===== src/rtl/rename_recovery_ctrl_if.sv =====
`default_nettype none
// ============================================================================
// Interface : rename_recovery_ctrl_if
// Brief     : Signal bundle between the recovery controller and its
//             neighbours (commit, rename, issue/ROB, fetch).
//             The master side drives the inputs. The slave side is the controller.
// Revision  : 1.0  initial release
// ============================================================================
interface rename_recovery_ctrl_if #(
   parameter int NUM_ARCH_REG = 16,
   parameter int WORD_SIZE_P  = 16
);
   localparam int BASE_W = $clog2(NUM_ARCH_REG);

   logic                   commit_v_i;
   logic                   mispredict_i;
   logic [WORD_SIZE_P-1:0] resolved_pc_i;
   logic                   rob_empty_i;
   logic                   issue_empty_i;
   logic                   fetch_ready_i;
   logic                   rename_stall_o;
   logic                   flush_o;
   logic                   restore_v_o;
   logic [BASE_W-1:0]      restore_base_o;
   logic                   restore_fl_o;
   logic                   redirect_v_o;
   logic [WORD_SIZE_P-1:0] redirect_pc_o;
   logic                   busy_o;
   logic [15:0]            recover_cnt_o;

   modport master (
      output commit_v_i, mispredict_i, resolved_pc_i,
             rob_empty_i, issue_empty_i, fetch_ready_i,
      input  rename_stall_o, flush_o, restore_v_o, restore_base_o,
             restore_fl_o, redirect_v_o, redirect_pc_o, busy_o, recover_cnt_o
   );

   modport slave (
      input  commit_v_i, mispredict_i, resolved_pc_i,
             rob_empty_i, issue_empty_i, fetch_ready_i,
      output rename_stall_o, flush_o, restore_v_o, restore_base_o,
             restore_fl_o, redirect_v_o, redirect_pc_o, busy_o, recover_cnt_o
   );
endinterface
`default_nettype wire


===== src/rtl/rename_recovery_ctrl.sv =====
`default_nettype none
// ============================================================================
// Module    : rename_recovery_ctrl
// Brief     : Branch-mispredict recovery sequencer for the rename stage.
//             The sequence is stall, flush, wait for drain, copy the
//             non-speculative LUT back in beats, then a fetch redirect.
// Revision  : 1.0  initial release
// ============================================================================
module rename_recovery_ctrl #(
   parameter int NUM_ARCH_REG   = 16,
   parameter int NUM_PHYS_REG   = 32,
   parameter int COPY_PER_CYCLE = 4,
   parameter int WORD_SIZE_P    = 16
) (
   input  wire logic             clk_i,
   input  wire logic             reset_i,
   rename_recovery_ctrl_if.slave bus
);

   localparam int BASE_W = $clog2(NUM_ARCH_REG);
   // The base counter is one bit wider so that stepping past the last beat does not wrap.
   localparam int CNT_W  = BASE_W + 1;
   localparam logic [CNT_W-1:0] BASE_STEP = CNT_W'(COPY_PER_CYCLE);
   localparam logic [CNT_W-1:0] LAST_BASE = CNT_W'(NUM_ARCH_REG - COPY_PER_CYCLE);
   localparam bit CFG_OK = (NUM_PHYS_REG > NUM_ARCH_REG)
                        && ((NUM_ARCH_REG & (NUM_ARCH_REG - 1)) == 0)
                        && ((COPY_PER_CYCLE & (COPY_PER_CYCLE - 1)) == 0)
                        && ((NUM_ARCH_REG % COPY_PER_CYCLE) == 0);

   // Reject parameter sets the beat sequencing cannot handle.
   if (!CFG_OK) begin : g_cfg_error
      $error("rename_recovery_ctrl: illegal parameter combination");
   end

   typedef enum logic [2:0] {
      S_IDLE     = 3'd0,
      S_FLUSH    = 3'd1,
      S_DRAIN    = 3'd2,
      S_RESTORE  = 3'd3,
      S_REDIRECT = 3'd4
   } state_t;

   state_t                 state_q, state_d;
   logic [CNT_W-1:0]       base_q, base_d;
   logic [WORD_SIZE_P-1:0] pc_q, pc_d;
   logic [15:0]            cnt_q, cnt_d;
   logic                   w_trigger;

   // Gate the trigger with reset so that every output reads zero while reset is held.
   assign w_trigger = bus.commit_v_i & bus.mispredict_i & reset_i;

   // State and datapath registers: async assert, sync release.
   always_ff @(posedge clk_i or negedge reset_i) begin
      if (!reset_i) begin
         state_q <= S_IDLE;
         base_q  <= '0;
         pc_q    <= '0;
         cnt_q   <= '0;
      end else begin
         state_q <= state_d;
         base_q  <= base_d;
         pc_q    <= pc_d;
         cnt_q   <= cnt_d;
      end
   end

   // Next state and outputs. A trigger overrides every state and restarts at FLUSH.
   always_comb begin
      state_d            = state_q;
      base_d             = base_q;
      pc_d               = pc_q;
      cnt_d              = cnt_q;
      bus.flush_o        = 1'b0;
      bus.restore_v_o    = 1'b0;
      bus.restore_base_o = '0;
      bus.restore_fl_o   = 1'b0;
      bus.redirect_v_o   = 1'b0;
      bus.redirect_pc_o  = '0;

      case (state_q)
         S_FLUSH: begin
            bus.flush_o = 1'b1;
            state_d     = S_DRAIN;
         end
         S_DRAIN: begin
            base_d = '0;
            if (bus.rob_empty_i && bus.issue_empty_i) begin
               state_d = S_RESTORE;
            end
         end
         S_RESTORE: begin
            bus.restore_v_o    = 1'b1;
            bus.restore_base_o = base_q[BASE_W-1:0];
            // The freelist and its pointers are restored together with the first beat only.
            bus.restore_fl_o   = (base_q == '0);
            base_d             = base_q + BASE_STEP;
            if (base_q == LAST_BASE) begin
               state_d = S_REDIRECT;
            end
         end
         S_REDIRECT: begin
            bus.redirect_v_o  = 1'b1;
            bus.redirect_pc_o = pc_q;
            if (bus.fetch_ready_i) begin
               state_d = S_IDLE;
            end
         end
         default: begin
         end
      endcase

      if (w_trigger) begin
         state_d = S_FLUSH;
         base_d  = '0;
         pc_d    = bus.resolved_pc_i;
         if (cnt_q != 16'hFFFF) begin
            cnt_d = cnt_q + 16'd1;
         end
      end
   end

   assign bus.busy_o         = (state_q != S_IDLE);
   assign bus.rename_stall_o = (state_q != S_IDLE) | w_trigger;
   assign bus.recover_cnt_o  = cnt_q;

endmodule
`default_nettype wire


===== src/flat_wrapper.sv =====
// flat-port wrapper written by rule: the top's interface ports become plain ports
module rename_recovery_ctrl_flat 
#(
   parameter int NUM_ARCH_REG   = 16,
   parameter int NUM_PHYS_REG   = 32,
   parameter int COPY_PER_CYCLE = 4,
   parameter int WORD_SIZE_P    = 16
)
  (clk_i, reset_i, bus_commit_v_i, bus_mispredict_i, bus_resolved_pc_i, bus_rob_empty_i, bus_issue_empty_i, bus_fetch_ready_i, bus_rename_stall_o, bus_flush_o, bus_restore_v_o, bus_restore_base_o, bus_restore_fl_o, bus_redirect_v_o, bus_redirect_pc_o, bus_busy_o, bus_recover_cnt_o);
  rename_recovery_ctrl_if #(.NUM_ARCH_REG(NUM_ARCH_REG), .WORD_SIZE_P(WORD_SIZE_P)) bus_i ();
  input  wire logic clk_i;
  input  wire logic reset_i;
  input wire logic [$bits(bus_i.commit_v_i)-1:0] bus_commit_v_i;
  input wire logic [$bits(bus_i.mispredict_i)-1:0] bus_mispredict_i;
  input wire logic [$bits(bus_i.resolved_pc_i)-1:0] bus_resolved_pc_i;
  input wire logic [$bits(bus_i.rob_empty_i)-1:0] bus_rob_empty_i;
  input wire logic [$bits(bus_i.issue_empty_i)-1:0] bus_issue_empty_i;
  input wire logic [$bits(bus_i.fetch_ready_i)-1:0] bus_fetch_ready_i;
  output wire logic [$bits(bus_i.rename_stall_o)-1:0] bus_rename_stall_o;
  output wire logic [$bits(bus_i.flush_o)-1:0] bus_flush_o;
  output wire logic [$bits(bus_i.restore_v_o)-1:0] bus_restore_v_o;
  output wire logic [$bits(bus_i.restore_base_o)-1:0] bus_restore_base_o;
  output wire logic [$bits(bus_i.restore_fl_o)-1:0] bus_restore_fl_o;
  output wire logic [$bits(bus_i.redirect_v_o)-1:0] bus_redirect_v_o;
  output wire logic [$bits(bus_i.redirect_pc_o)-1:0] bus_redirect_pc_o;
  output wire logic [$bits(bus_i.busy_o)-1:0] bus_busy_o;
  output wire logic [$bits(bus_i.recover_cnt_o)-1:0] bus_recover_cnt_o;
  assign bus_i.commit_v_i = bus_commit_v_i;
  assign bus_i.mispredict_i = bus_mispredict_i;
  assign bus_i.resolved_pc_i = bus_resolved_pc_i;
  assign bus_i.rob_empty_i = bus_rob_empty_i;
  assign bus_i.issue_empty_i = bus_issue_empty_i;
  assign bus_i.fetch_ready_i = bus_fetch_ready_i;
  assign bus_rename_stall_o = bus_i.rename_stall_o;
  assign bus_flush_o = bus_i.flush_o;
  assign bus_restore_v_o = bus_i.restore_v_o;
  assign bus_restore_base_o = bus_i.restore_base_o;
  assign bus_restore_fl_o = bus_i.restore_fl_o;
  assign bus_redirect_v_o = bus_i.redirect_v_o;
  assign bus_redirect_pc_o = bus_i.redirect_pc_o;
  assign bus_busy_o = bus_i.busy_o;
  assign bus_recover_cnt_o = bus_i.recover_cnt_o;
  rename_recovery_ctrl #(.NUM_ARCH_REG(NUM_ARCH_REG), .NUM_PHYS_REG(NUM_PHYS_REG), .COPY_PER_CYCLE(COPY_PER_CYCLE), .WORD_SIZE_P(WORD_SIZE_P)) u_core (.clk_i(clk_i), .reset_i(reset_i), .bus(bus_i));
endmodule

===== config.mk =====
export PLATFORM = sky130hd
export DESIGN_NAME = rename_recovery_ctrl_flat
export DESIGN_NICKNAME = d
export VERILOG_FILES = /design/src/rtl/rename_recovery_ctrl_if.sv /design/src/rtl/rename_recovery_ctrl.sv /design/src/flat_wrapper.sv
export SDC_FILE = /design/constraint.sdc
export NUM_CORES = 1
export LEC_CHECK = 0
export CORE_ASPECT_RATIO = 1.25
export CORE_MARGIN = 2
export CORE_UTILIZATION = 45
export CTS_CLUSTER_SIZE = 12
export DETAILED_ROUTE_END_ITERATION = 8
export GPL_TIMING_DRIVEN = 0
export PLACE_DENSITY = 0.79
export RECOVER_POWER = 25
export SYNTH_ARGS = -nofsm -noshare
export SYNTH_HDL_FRONTEND = slang
export SYNTH_SLANG_ARGS = --single-unit

===== constraint.sdc =====
create_clock -name clk_i -period 2.03 [get_ports clk_i]
set_input_delay 0.203 -clock clk_i [delete_from_list [all_inputs] [get_ports clk_i]]
set_output_delay 0.203 -clock clk_i [all_outputs]
set_load 0.01 [all_outputs]

* Word level (Yosys, flattened, before mapping)
Index checks and enable logic that the tools add are counted.
Cells by class: add/sub/neg operators 2, equality and inequality tests 9, muxes and demuxes 13, bitwise logic cells 3, reduce and logical (&&, ||, !) cells 7
Operators by type and width (number):
- adder 16 x 1 -> 16 bit, second input constant | 1
- two-way mux 16 bit | 1
- != test 16 bit, second input constant | 1
- two-way mux 3 bit | 4
- one-hot mux 3 bit (4 select lines) | 1
- one-hot mux 5 bit (2 select lines) | 1
- equality test 3 x 2 -> 1 bit, second input constant | 2
- != test 3 x 1 -> 1 bit, second input constant | 2
- nonzero test 3 bit | 2
- adder 5 x 3 -> 5 bit, second input constant | 1
- equality test 5 x 4 -> 1 bit, second input constant | 1
- zero test 5 bit | 1
- two-way mux 5 bit | 1
- nonzero test 5 bit | 1
- two-way mux 1 bit | 4
- two-way mux 4 bit | 1
- AND reduction 4 bit | 1
- equality test 3 x 1 -> 1 bit, second input constant | 1
- equality test 3 bit, second input constant | 1
- != test 3 x 2 -> 1 bit, second input constant | 1
- bitwise AND 1 bit | 2
- AND reduction 2 bit | 1
- logical AND 1 bit | 1
- bitwise OR 1 bit | 1
Storage, ports and cells: flip-flop bits (word level) 40, bits of input ports 23, output and inout port bits 42, logic and storage cells 38

* Longest topological paths before layout
word-level depth 4, gate-level depth with buffers 6, mapped depth without buffers 6

* Worst setup path after synthesis
Ideal clock, no wire load.
path type register -> register, start point register u_core.cnt_q[0], in the netlist u_core.bus.recover_cnt_o[0], end point register u_core.cnt_q[1], in the netlist u_core.bus.recover_cnt_o[1], library setup time 0.125 ns, data arrival time 1.481 ns, required time 1.905 ns, setup slack 0.424 ns, stages on the path, launching flop included 6, path buffers 0, clock period less this slack 1.606 ns, cells stage by stage dfrtp_1 -> ha_1 -> nand4_1 -> nor4_4 -> nor2_2 -> mux2_4
On the way: longest elaborated chain between the ends 2, elaborated cells between the ends (all ways) 3, classes of those cells add/sub: 1; eq/ne: 1; reduce/logical: 1
Ends and longest elaborated chain:
- from (decl) | RTL line rename_recovery_ctrl.sv:46 | logic [15:0] cnt_q, cnt_d;
- from (signal assigned) | RTL line rename_recovery_ctrl.sv:63 | cnt_q <= cnt_d;
- branches (longest 2 deep; another with adder 16 x 1 -> 16 bit)
Several ways; the timed one is not identified. A chain may end at the register's enable or synchronous reset.

* Final worst setup path
start point register u_core.state_q[0], end point output bus_flush_o
On the way: longest elaborated chain between the ends 2
Ends and longest elaborated chain:
- from (decl) | RTL line rename_recovery_ctrl.sv:43 | state_t state_q, state_d;
- from (signal assigned) | RTL line rename_recovery_ctrl.sv:60 | state_q <= state_d;
- equality test 3 x 1 -> 1 bit | RTL line rename_recovery_ctrl.sv:80 | case (state_q)
- two-way mux 1 bit | RTL line rename_recovery_ctrl.sv:80
- to (decl) | RTL line flat_wrapper.sv:20 | output wire logic [$bits(bus_i.flush_o)-1:0] bus_flush_o;
No other way between the ends.

==> qor.txt <==
commonest cells after routing, fill and taps aside: nand2_1 (60), clkdlybuf4s50_1 (42), dfrtp_1 (36), and2_1 (18), dlymetal6s2s_1 (18)
Mapped Cells: 209
Util after Layout: 70.67%
class of the worst hold path: in2reg
Slew Limit Fails: 0
Yosys reg bits: 38
Max Clock Skew: 0.006096 ns
Avg Vias per Cell: 4.983
CP cell instances: buf_4 -> nor2b_2 -> nor2b_1 -> clkdlybuf4s50_1
Initial Util: 46.83%
worst path required time: 1.83 ns
final setup fails: 0
die height: 77.02 µm
sequential share of power: 37.1%
Yosys cell types: 33
crit path buf inv count: 2
Final ANT Viol Nets: 0
Rows: 26
Max Clk Rate: 0.5022 GHz
Max Cap Viol: 0
Final Hold Viols: 0
register area share after synthesis: 49.54%
vias: 1719
initial antenna violation count: 0
share of cells above drive strength 1: 11.07%
WL final: 4759 µm
Remaining Overflow, GRT: 0
share of total power in the clock network: 27.8%
Worst path top cell family by delay: buffers and inverters
Finished Layout Cells: 345
chip width: 62.42 µm
layout overhead on the synthesized area: 50.91%
worst-margin pin slew: 0.9369 ns
DP HPWL: 3094 µm
fin nets: 315
PortBufs: 62
first-pass GRT wire length: 7845 µm
Place WS: -0.3203 ns
# H-tree levels: 2
most common cell after layout, fill and taps aside: nand2_1
normalized max-slew margin: 37.54%
final worst slack: 0.03891 ns
core area: 4099 µm²
Global Route Usage Sum: 20.53%
Critical-path top delay cell: clkdlybuf4s50_1
syn avg cell area: 9.183 µm²
leakage power: 1.682 nW
CTS clk-pin slew, worst paths: 0.08 ns
Tmin final: 1.991 ns
fin crit share: 98.08%
Placed Cells: 328
design area: 2897 µm²
cell area after synthesis: 1919 µm²
Power Density: 982.8 nW/µm²
Critical Path Fanout Max: 10
switching pwr: 0.0008591 W
TritonRoute pass-1 iters: 4
GP Congestion: 0.8659
RSZ-0062 raised after global routing: true
wire length per cell: 13.79 µm
run status: completed
Worst setup EP type: output port
CP startpoint kind: flop
critical path's largest stage delay: 0.55 ns
cell-internal power: 0.001988 W
largest net degree at the start of global routing: 39
Design Power: 0.002847 W
CTS Root Cell: clkbuf_8
Sw Share: 30.18%
TritonCTS Buffers: 5
io pins: 65
Worst Path Arrival: 1.79 ns
CTS sink cnt: 38
type of the worst setup path: reg2out
number of global-route vias before repair: 1696
TritonCTS clock tree: done
violation count after the first detailed-route iteration: 47
clk_lat worst skew: 0.29 ns
placed cell areas: 2609 µm²
drt drc: 0
Comb pwr share: 35.1%
# diodes: 0
die area: 4807 µm²
number of synthesis warnings: 0
maximum vdd drop: 0.0006802 V
clk buf depth: 2
[through the flow]
stage	hold WS [ns]	TNS, ns
final	0.4341	0
after global routing	0.4367	-0.03747
after CTS	0.4284	0
after detailed placement	0.3706	-4.658
after global placement	0.4495	-54.34
after floorplan	-0.09259	0
[power by group through the flow]
stage	clock network, W	registers, W	logic (W)
floorplan	0	0.00105	0.000412
global placement	0	0.00105	0.000816
detailed placement	0	0.00106	0.000839
CTS	0.000806	0.00105	0.000943
global route	0.000842	0.00108	0.00109
finish	0.000791	0.00106	0.000999
[state kept, by name (all words and copies together) (netlist names)]
signal and cells:
u_core.pc_q 16, u_core.base_q 3, u_core.bus.recover_cnt_o 16, u_core.state_q 3
[metal layers]
layer / wire length (µm) / GRT usage (%) / share of wire [%] / vias up
met3: 206 / 4.692 / 4.3 / 5
met4: 36 / 6.000 / 0.76 / 0
met2: 2537 / 37.74 / 53 / 52
met5: 0 / 0 / 0 / -
li1: - / - / - / 835
met1: 1979 / 23.54 / 42 / 827
[layout make-up]
| type | instances | area [µm²] |
|---|---|---|
| Buffer | 10 | 65.06 |
| Clock buffer | 6 | 82.58 |
| Clock inverter | 2 | 60.06 |
| Fill cell | 348 | 1202 |
| Inverter | 4 | 15.01 |
| Multi-Input combinational cell | 158 | 923.4 |
| Sequential cell | 38 | 953.4 |
| Tap cell | 56 | 70.07 |
| Timing Repair Buffer | 71 | 726.9 |
[logic make-up after synthesis]
family	after synthesis	synth area share (%)
adders and majority gates	4	2.608
xor gates and xnor gates	15	6.845
buffers and inverters	14	3.650
and+or+nand+nor	129	34.29
other	1	0.1954
AOI/OAI and AO/OA	6	1.565
DFF	38	49.54
muxes	2	1.304
[synth_stat cells (all sizes together)]
cell type | count | area [µm²]
nand3 | 7 | 40.04
nand4b | 1 | 8.760
o21ai | 2 | 10.01
mux2 | 1 | 15.01
nor2b | 4 | 25.02
or3 | 1 | 6.260
nand4 | 6 | 37.54
xor2 | 15 | 131.4
nor2 | 5 | 21.27
nand2b | 3 | 18.77
nand3b | 1 | 7.510
buf | 6 | 40.03
and4 | 1 | 8.760
a21oi | 4 | 20.02
mux2i | 1 | 10.01
ha | 4 | 50.05
nand2 | 60 | 225.2
and3 | 8 | 51.30
nor3 | 9 | 45.04
nor4 | 2 | 27.53
dfrtp | 38 | 950.9
clkbuf | 4 | 15.01
nor3b | 3 | 22.52
inv | 4 | 15.01
and2 | 18 | 112.6
conb | 1 | 3.750
[worst min-delay path, delay by kind of cell]
kind          cells  cell delay [ns]
buf+inv           1             0.39
simple gates      2             0.09
[worst paths after layout]
check	slack, ns	startpoint	cells past startpoint	to
worst min-delay path	0.43	bus_resolved_pc_i[12]	3	u_core.pc_q[12]
max in group asynchronous	0.51	reset_i	3	u_core.state_q[1]
worst min register to register	0.47	u_core.pc_q[3]	2	u_core.pc_q[3]
worst max-delay path	0.04	u_core.state_q[0]	4	bus_flush_o
min in group asynchronous	0.88	reset_i	3	u_core.bus.recover_cnt_o[10]
worst max register to register	0.32	u_core.bus.recover_cnt_o[0]	6	u_core.bus.recover_cnt_o[9]
[what timing repair did]
action | CTS | global route
endpoints found under the hold margin | 38 | 0
resized for setup | 12 | 21
hold buffers | 2 | 0
pin swaps | 1 | 1
buffers inserted | 3 | 3
cloned | 0 | 1
endpoints found under the setup margin | 23 | 19
(Power assumes the default switching activity.)
